[src/rtl/imem_loader_if.sv]
// Byte-stream and instruction-memory write bundle for the program loader.
//   rx_data  [7:0]       incoming byte
//   rx_valid             rx_data is valid
//   rx_ready             loader accepts a byte (transfer when valid && ready)
//   wr_en                one-cycle instruction memory write strobe
//   wr_addr  [ADDR_W-1:0] word address being written
//   wr_data  [31:0]      assembled instruction word
// slave  : the loader side (consumes bytes, drives the memory write port)
// master : the environment side (byte source, memory write sink)
`timescale 1ns/1ps
interface imem_loader_if #(
  parameter int ADDR_W = 6
);
  logic [7:0]        rx_data;
  logic              rx_valid;
  logic              rx_ready;
  logic              wr_en;
  logic [ADDR_W-1:0] wr_addr;
  logic [31:0]       wr_data;

  modport master (
    output rx_data, rx_valid,
    input  rx_ready, wr_en, wr_addr, wr_data
  );

  modport slave (
    input  rx_data, rx_valid,
    output rx_ready, wr_en, wr_addr, wr_data
  );
endinterface

[src/rtl/imem_loader.sv]
// Serial program loader for the instruction memory.
// Frame: length byte (0 means DEPTH), N little-endian 32-bit words, XOR checksum
// over the length byte and all data bytes.
// Ports:
//   clk, rst      clock, asynchronous active-high reset
//   start         one-cycle pulse, begins a load from IDLE, DONE or ERR
//   bus           imem_loader_if.slave: byte stream in, memory write port out
//   busy          high in LEN, DATA, CSUM
//   cpu_hold      high while busy or in ERR
//   done, error   sticky result of the last load
//   words_loaded  words written in the current or last load
`timescale 1ns/1ps
module imem_loader #(
  parameter int ADDR_W      = 6,
  parameter int DEPTH       = 64,
  parameter int TIMEOUT_CYC = 1000000
) (
  input  logic            clk,
  input  logic            rst,
  input  logic            start,
  imem_loader_if.slave    bus,
  output logic            busy,
  output logic            cpu_hold,
  output logic            done,
  output logic            error,
  output logic [ADDR_W:0] words_loaded
);

  typedef enum logic [2:0] {
    S_IDLE, S_LEN, S_DATA, S_CSUM, S_DONE, S_ERR
  } state_t;

  localparam int              LW       = ADDR_W + 1;
  localparam logic [8:0]      DEPTH_B  = 9'(DEPTH);
  localparam logic [LW-1:0]   DEPTH_W  = LW'(DEPTH);
  localparam logic [31:0]     TMO_LAST = 32'(TIMEOUT_CYC - 1);
  localparam bit              TMO_EN   = (TIMEOUT_CYC != 0);

  state_t        state;
  logic [LW-1:0] n_words;
  logic [1:0]    byte_idx;
  logic [23:0]   word_buf;
  logic [7:0]    csum;
  logic [31:0]   tmo_cnt;
  logic          xfer;
  logic          tmo_hit;
  logic [LW-1:0] words_next;

  // rx_ready is the only output decoded straight from state
  assign bus.rx_ready = (state == S_LEN) || (state == S_DATA) || (state == S_CSUM);
  assign xfer         = bus.rx_valid && bus.rx_ready;
  assign words_next   = words_loaded + LW'(1);
  // An accepted byte in the same cycle always wins over the timeout
  assign tmo_hit      = TMO_EN && bus.rx_ready && !xfer && (tmo_cnt == TMO_LAST);

  always_ff @(posedge clk or posedge rst) begin
    if (rst) begin
      state        <= S_IDLE;
      n_words      <= '0;
      byte_idx     <= '0;
      word_buf     <= '0;
      csum         <= '0;
      tmo_cnt      <= '0;
      bus.wr_en    <= 1'b0;
      bus.wr_addr  <= '0;
      bus.wr_data  <= '0;
      busy         <= 1'b0;
      cpu_hold     <= 1'b0;
      done         <= 1'b0;
      error        <= 1'b0;
      words_loaded <= '0;
    end else begin
      bus.wr_en <= 1'b0;
      // Idle-gap counter: held at zero outside the loading states, so every
      // state entry starts from zero as well
      if (xfer || !bus.rx_ready) tmo_cnt <= '0;
      else                       tmo_cnt <= tmo_cnt + 32'd1;

      if (tmo_hit) begin
        state <= S_ERR;
        busy  <= 1'b0;
        error <= 1'b1;
      end else begin
        case (state)
          S_IDLE, S_DONE, S_ERR: begin
            if (start) begin
              state        <= S_LEN;
              busy         <= 1'b1;
              cpu_hold     <= 1'b1;
              done         <= 1'b0;
              error        <= 1'b0;
              words_loaded <= '0;
              csum         <= '0;
              byte_idx     <= '0;
              n_words      <= '0;
            end
          end
          S_LEN: begin
            if (xfer) begin
              if ({1'b0, bus.rx_data} > DEPTH_B) begin
                state <= S_ERR;
                busy  <= 1'b0;
                error <= 1'b1;
              end else begin
                n_words <= (bus.rx_data == 8'd0) ? DEPTH_W : LW'(bus.rx_data);
                csum    <= csum ^ bus.rx_data;
                state   <= S_DATA;
              end
            end
          end
          S_DATA: begin
            if (xfer) begin
              csum     <= csum ^ bus.rx_data;
              byte_idx <= byte_idx + 2'd1;
              case (byte_idx)
                2'd0:    word_buf[7:0]   <= bus.rx_data;
                2'd1:    word_buf[15:8]  <= bus.rx_data;
                2'd2:    word_buf[23:16] <= bus.rx_data;
                default: begin
                  // Last byte of a word: the write goes out next cycle while
                  // the stream keeps flowing
                  bus.wr_en    <= 1'b1;
                  bus.wr_addr  <= words_loaded[ADDR_W-1:0];
                  bus.wr_data  <= {bus.rx_data, word_buf};
                  words_loaded <= words_next;
                  if (words_next == n_words) state <= S_CSUM;
                end
              endcase
            end
          end
          S_CSUM: begin
            if (xfer) begin
              busy <= 1'b0;
              if (bus.rx_data == csum) begin
                state    <= S_DONE;
                cpu_hold <= 1'b0;
                done     <= 1'b1;
              end else begin
                state <= S_ERR;
                error <= 1'b1;
              end
            end
          end
          default: state <= S_IDLE;
        endcase
      end
    end
  end

endmodule

[src/flat_wrapper.sv]
// flat-port wrapper written by rule: the top's interface ports become plain ports
module imem_loader_flat 
#(
  parameter int ADDR_W      = 6,
  parameter int DEPTH       = 64,
  parameter int TIMEOUT_CYC = 1000000
)
  (clk, rst, start, busy, cpu_hold, done, error, words_loaded, bus_rx_data, bus_rx_valid, bus_rx_ready, bus_wr_en, bus_wr_addr, bus_wr_data);
  imem_loader_if #(.ADDR_W(ADDR_W)) bus_i ();
  input  logic clk;
  input  logic rst;
  input  logic start;
  output logic busy;
  output logic cpu_hold;
  output logic done;
  output logic error;
  output logic [ADDR_W:0] words_loaded;
  input wire logic [$bits(bus_i.rx_data)-1:0] bus_rx_data;
  input wire logic [$bits(bus_i.rx_valid)-1:0] bus_rx_valid;
  output wire logic [$bits(bus_i.rx_ready)-1:0] bus_rx_ready;
  output wire logic [$bits(bus_i.wr_en)-1:0] bus_wr_en;
  output wire logic [$bits(bus_i.wr_addr)-1:0] bus_wr_addr;
  output wire logic [$bits(bus_i.wr_data)-1:0] bus_wr_data;
  assign bus_i.rx_data = bus_rx_data;
  assign bus_i.rx_valid = bus_rx_valid;
  assign bus_rx_ready = bus_i.rx_ready;
  assign bus_wr_en = bus_i.wr_en;
  assign bus_wr_addr = bus_i.wr_addr;
  assign bus_wr_data = bus_i.wr_data;
  imem_loader #(.ADDR_W(ADDR_W), .DEPTH(DEPTH), .TIMEOUT_CYC(TIMEOUT_CYC)) u_core (.clk(clk), .rst(rst), .start(start), .bus(bus_i), .busy(busy), .cpu_hold(cpu_hold), .done(done), .error(error), .words_loaded(words_loaded));
endmodule
[config.mk]
export PLATFORM = sky130hd
export DESIGN_NAME = imem_loader_flat
export DESIGN_NICKNAME = d
export VERILOG_FILES = /design/src/rtl/imem_loader_if.sv /design/src/rtl/imem_loader.sv /design/src/flat_wrapper.sv
export SDC_FILE = /design/constraint.sdc
export NUM_CORES = 1
export LEC_CHECK = 0
export ABC_AREA = 1
export BUFFER_PORTS_ARGS = -buffer_cell sky130_fd_sc_hd__buf_2
export CORE_ASPECT_RATIO = 1.2
export CORE_MARGIN = 10
export CORE_UTILIZATION = 59
export CTS_CLUSTER_SIZE = 14
export DETAILED_ROUTE_END_ITERATION = 8
export PLACE_DENSITY = 0.8
export SLEW_MARGIN = 20
export SYNTH_ARGS = -nofsm -noshare
export SYNTH_HDL_FRONTEND = slang
export SYNTH_SLANG_ARGS = --single-unit
[constraint.sdc]
create_clock -name clk -period 5.1 [get_ports clk]
set_clock_uncertainty 0.2 [all_clocks]
set_input_delay 0.255 -clock clk [delete_from_list [all_inputs] [get_ports clk]]
set_output_delay 0.255 -clock clk [all_outputs]
set_load 0.01 [all_outputs]
; After elaboration in Yosys (flattened, before gate mapping)
; Cells that the tools add are included.
; W data, S select, Z words.
[totals]
input_bits = 12
word_cells = 128
register_bits = 126
out_inout_bits = 51
[classes]
n_lt_le_gt_ge = 1
mux = 50
eq_ne = 25
reduce_logical = 30
n_bitwise = 3
addsub = 3
[op_table]
columns = operator, count
row1 = $mux W7, 6
row2 = $add A32 B1 Y32 const B, 1
row3 = $eq A32 B20 Y1 const B, 1
row4 = $mux W32, 1
row5 = $mux W8, 4
row6 = $pmux W7 S2, 2
row7 = $mux W3, 8
row8 = $pmux W8 S3, 1
row9 = $mux W1, 20
row10 = $reduce_and A4 Y1, 5
row11 = $reduce_and A5 Y1, 4
row12 = $reduce_and A6 Y1, 3
row13 = $ne A3 B2 Y1 const B, 5
row14 = $pmux W3 S4, 1
row15 = $ne A3 B1 Y1 const B, 3
row16 = $eq A8 B8 Y1, 1
row17 = $gt A8 B7 Y1 const B, 1
row18 = $logic_not A8 Y1, 1
row19 = $ne A2 B2 Y1 const B, 4
row20 = $xor A8 B8 Y8, 1
row21 = $add A7 B1 Y7 const B, 1
row22 = $eq A7 B7 Y1, 1
row23 = $eq A3 B2 Y1 const B, 2
row24 = $eq A3 B3 Y1 const B, 2
row25 = other kinds (19), 33

; Longest topological paths before layout
[logic_depth]
ltp_word = 9
depth_mapped = 14
mapped_depth_nobuf = 14

; Worst setup path after synthesis
; Ideal clock, no wire load.
[synth_timing]
path_type = reg2reg
from = register u_core.words_loaded[0]
to = register u_core.state[1]
setup_time_ns = 0.117
path_buffers = 0
path_slack_ns = 3.262
path_stages_with_launch = 15
arrival_time_ns = 1.521
required_time_ns = 4.783
synth_period_minus_slack_ns = 1.838
cell_sequence = dfrtp_1 > ha_1 > nand2_1 > nor2_1 > inv_1 > nand2_1 > nand2_1 > nand2_1 > nand2_1 > nor2_1 > nand2_1 > nand2_1 > nand2_1 > nand2_1 > nand2_1
[synth_via]
elab_chain_len = 4
[synth_rtl]
columns = item, line
row1 = from (decl), imem_loader.sv:26  ; output logic [ADDR_W:0] words_loaded
row2 = from (signal assigned), imem_loader.sv:125  ; words_loaded <= words_next;
row3 = $add A7 B1 Y7, imem_loader.sv:52  ; assign words_next = words_loaded + LW'(1);
row4 = $eq A7 B7 Y1, imem_loader.sv:126  ; if (words_next == n_words) state <= S_CSUM;
row5 = $ne A3 B2 Y1 (no source line), -
row6 = $reduce_and A6 Y1 (no source line), -
row7 = to (signal assigned), imem_loader.sv:58  ; state <= S_IDLE;
row8 = to (signal assigned), imem_loader.sv:126
row9 = to (signal assigned), imem_loader.sv:135  ; state <= S_DONE;
row10 = to (decl), imem_loader.sv:39  ; state_t state;
; Every way passes these cells.
; A chain may end at the register's enable or synchronous reset.

; Worst setup path in the final report
[layout_timing]
from = register u_core.state[1]
to = register u_core.bus.wr_addr[0]
[layout_via]
elab_chain_len = 9
elab_cells_between_ends = 11
classes_between = 3 x eq/ne / 1 x bitwise / 7 x reduce/logical
[layout_rtl]
columns = item, line
row1 = from (signal assigned), imem_loader.sv:58
row2 = from (signal assigned), imem_loader.sv:80  ; state <= S_ERR;
row3 = from (signal assigned), imem_loader.sv:87  ; state <= S_LEN;
row4 = $eq A3 B1 Y1 or $eq A3 B2 Y1 (tied branches), "imem_loader.sv:50, imem_loader.sv:84"
row5 = $logic_or A1 B1 Y1 (2 in a row), imem_loader.sv:50  ; assign bus.rx_ready = (state == S_LEN) || (state == S_DATA) || (state == S_CSUM);
row6 = $logic_and A1 B1 Y1, imem_loader.sv:51  ; assign xfer = bus.rx_valid && bus.rx_ready;
row7 = $logic_not A1 Y1, imem_loader.sv:54  ; assign tmo_hit = TMO_EN && bus.rx_ready && !xfer && (tmo_cnt == TMO_LAST);
row8 = $logic_and A1 B1 Y1 (2 in a row), imem_loader.sv:54
row9 = $not A1 Y1 (no source line), -
row10 = $reduce_and A4 Y1 (no source line) (*), -
row11 = to (signal assigned), imem_loader.sv:123  ; bus.wr_addr <= words_loaded[ADDR_W-1:0];
row12 = to (decl), imem_loader_if.sv:28  ; output rx_ready, wr_en, wr_addr, wr_data
; Every way passes the cells marked *; elsewhere a longest branch is shown, timed or not.

==> impl_metrics.csv <==
group,metric,value,unit
clock_tree,clk_pin_slew,0.06,ns
route,wirelength,15200,um
route,wire_per_inst,15.9,um
pwr,max-vdd-ir-drop,0.243,mV
finish,fin_cells,951,
clock_tree,cts.sinks,126,
global_route,track_usage,21.4,%
route,viasPerCell,5.52,
synth,netlist_top_cells_count,"249 x nand2_1, 126 x dfrtp_1, 80 x nor2_1",
clock_tree,insertion_delay,0.42,ns
route,met2_length,8050,um
floorplanning,core_area,0.00996,sq mm
pwr,combPwrFrac,19.5,%
synth,synth_mux_area_share,0,%
pwr,p_clk_share,40.5,%
critical_path,worst_ep_required_time,5.21,ns
pwr,power_density,423,mW/mm^2
synth,synth_top_family_by_area,"simple AND/OR/NAND/NOR gates",
global_route,antenna_found_initial,0,
clock_tree,post_cts.repair.setup_buffers,0,
synth,ys_types,31,
route,drc,0,
placement,place_ws,2.26,ns
floorplanning,start_util,60.0,%
pwr,leakagePower,3.50,nW
timing,max_slew_margin,46.5,%
critical_path,end_kind,"flip-flop",
status,violations,"negative hold slack",
route,met3_length,788,um
synth,yosys.area_share.adder,1.26,%
clock_tree,cts.repair.resized,0,
floorplanning,die_area,0.0146,sq mm
pwr,p_int,0.00202,W
synth,synthesis.area,0.00598,sq mm
clock_tree,root_buffer,"clkbuf_16",
finish,final_area,0.00700,sq mm
route,drt_pass1_iterations,5,
finish,final_util,70.3,%
synth,ys_async_sr_fraction,100,%
finish,syn_to_final_growth,17.1,%
synth,synth-seq-cells,126,
synth,synthCells,741,
clock_tree,cts_tree,"built",
clock_tree,htree_num_levels,4,
timing,fin_tns_setup,0,ns
global_route,grt_max_degree,92,
finish,drive_above_1_share,13.8,%
pwr,switchingPower,0.000943,W
job,cap_viol_max_count,0,
synth,yosysWarnings,0,
finish,n_fill_cell,804,
synth,synth_compound_area_share,8.06,%
timing,rsz0062_at_grt,"false",
placement,dp_cells,916,
status,outcome,"complete, but fails checks",
timing,post-route-period-util,56.4,%
timing,tightest_slew,0.798,ns
placement,port_buffers,62,
timing,worst_hold_slack,-0.000783,ns
placement,place_area,0.00638,sq mm
clock_tree,clockBufferDepth,2,
clock_tree,numCtsBuffers,17,
min_path,min_path_type,"in2reg",
timing,final_hold_viol_count,2,
floorplanning,die_h,130,um
pwr,sw_frac_of_total,31.9,%
global_route,first_global_vias,5468,
critical_path,arrival,2.98,ns
route,vias,5254,
timing,timing.final.crit_period,2.88,ns
synth,seq_area_frac_synth,52.8,%
synth,synth_xor_area_share,3.96,%
floorplanning,ios,63,
synth,synth_most_common_cell,"nand2_1",
timing,fmax,348,MHz
timing,slew_violations,0,
route,highest_layer,"met4",
critical_path,crit_fanout,56,
critical_path,start_kind,"flip-flop",
synth,synth_edf_count,0,
timing,setup_ws,2.22,ns
route,postRouteAntennaNets,0,
global_route,grt_pass1_wl,25400,um
timing,setup_viol,0,
synth,syn_nets,759,
global_route,grt_overflow_total,0,
route,drt_iter0_drc,327,
synth,ys.flop_type,"dfrtp_1",
route,m1WireLength,5780,um
synth,avgSynthCellArea,8.07,sq um
synth,synth-simple-area-share,28.2,%
floorplanning,die_w,112,um
finish,finalNetCount,830,
synth,synth_largest_area_cell,"dfrtp_1",
finish,antenna_cells,0,
synth,synthTopCellsByArea,"dfrtp_1 53%, nand2_1 16%, nor2_1 5.0%",
synth,synth_top_area_share,52.8,%
floorplanning,fp-row-count,40,
pwr,seqPwrFrac,40.0,%
clock_tree,cts_hold_buffers,3,
placement,dp_hpwl,10700,um
critical_path,critical_path_class,"reg2reg",
placement,routabilityCongestion,0.932,
per-stage QoR:
step | hold WS, ns | power, W
3_3_place_gp | 0.247 | 0.00174
5_1_grt | 0.0254 | 0.00310
6_report | -0.000783 | 0.00296
4_1_cts | 0.00121 | 0.00296
3_5_place_dp | 0.258 | 0.00176
2_1_floorplan | 0.228 | 0.00161
layer usage:
metal | vias up | GRT usage (%)
met5 | - | 0
met4 | 0 | 10.7
met3 | 45 | 5.19
met2 | 155 | 39.4
met1 | 2537 | 22.3
li1 | 2517 | -
layout by cell type, fill, tap and decap left out, types with 6 or more instances in the layout:
cell type / n
dfrtp_1: 126
nor3_1: 18
o21ai_1: 12
buf_2: 62
xnor2_1: 15
nor2_1: 80
nor4_1: 7
ha_1: 6
inv_6: 6
nand4_1: 8
clkbuf_16: 17
xor2_1: 12
nand3_1: 30
nand2_1: 249
a21oi_1: 15
o21ai_0: 50
inv_1: 66
worst paths after layout:
kind / slack (ns) / start / cells past startpoint / end
max in group asynchronous: 3.35 / rst / 4 / u_core.csum[5]$_DFFE_PP0P_
min: -0.0008 / bus_rx_data[5] / 3 / u_core.n_words[5]$_DFFE_PP0P_
min in group asynchronous: 0.36 / rst / 3 / u_core.word_buf[8]$_DFFE_PP0P_
max reg2reg: 2.22 / u_core.state[1]$_DFFE_PP0P_ / 8 / u_core.bus.wr_addr[0]$_DFFE_PP0P_
max: 2.22 / u_core.state[1]$_DFFE_PP0P_ / 8 / u_core.bus.wr_addr[0]$_DFFE_PP0P_
min reg2reg: 0.27 / u_core.tmo_cnt[0]$_DFF_PP0_ / 1 / u_core.tmo_cnt[0]$_DFF_PP0_
registers in the layout (all words and copies together), names as in the netlist, 2 cells and up:
register and cells:
u_core.bus.wr_addr 6, u_core.bus.wr_data 32, u_core.byte_idx 2, u_core.csum 8
u_core.n_words 7, u_core.state 3, u_core.tmo_cnt 32, u_core.word_buf 24
u_core.words_loaded 7
logic make-up after synthesis:
kind of cell	count (synthesis)
flops	126
xor+xnor	27
fa+ha+maj	6
compound gates	90
buf+inv	86
simple gates	406
worst max-delay path, cell delays in order (launching register included):
cell and delay (ns):
dfrtp_1 0.46, inv_2 0.14, nor2_2 0.05, nand2_2 0.11, nor2_4 0.06, nand2_1 0.06
buf_4 0.43, clkinv_1 0.80, o21a_1 0.42
area by class of cell:
type	instances	area [sq um]	area share [%]
clock buffers	17	425	6.08
clock inverters	15	159	2.27
inverters	71	272	3.88
multi-input cells	529	2480	35.4
flip-flops and latches	126	3150	45.1
well taps	126	158	2.25
repair buffers	67	355	5.08
power by group through the flow:
stage | Sequential [W] | Combinational [W] | Clock (W)
2_1_floorplan | 0.00119 | 0.000420 | 0
3_3_place_gp | 0.00119 | 0.000553 | 0
4_1_cts | 0.00118 | 0.000579 | 0.00120
3_5_place_dp | 0.00120 | 0.000564 | 0
5_1_grt | 0.00120 | 0.000656 | 0.00125
6_report | 0.00118 | 0.000576 | 0.00120
No activity file was read; power rests on OpenSTA's default activity.
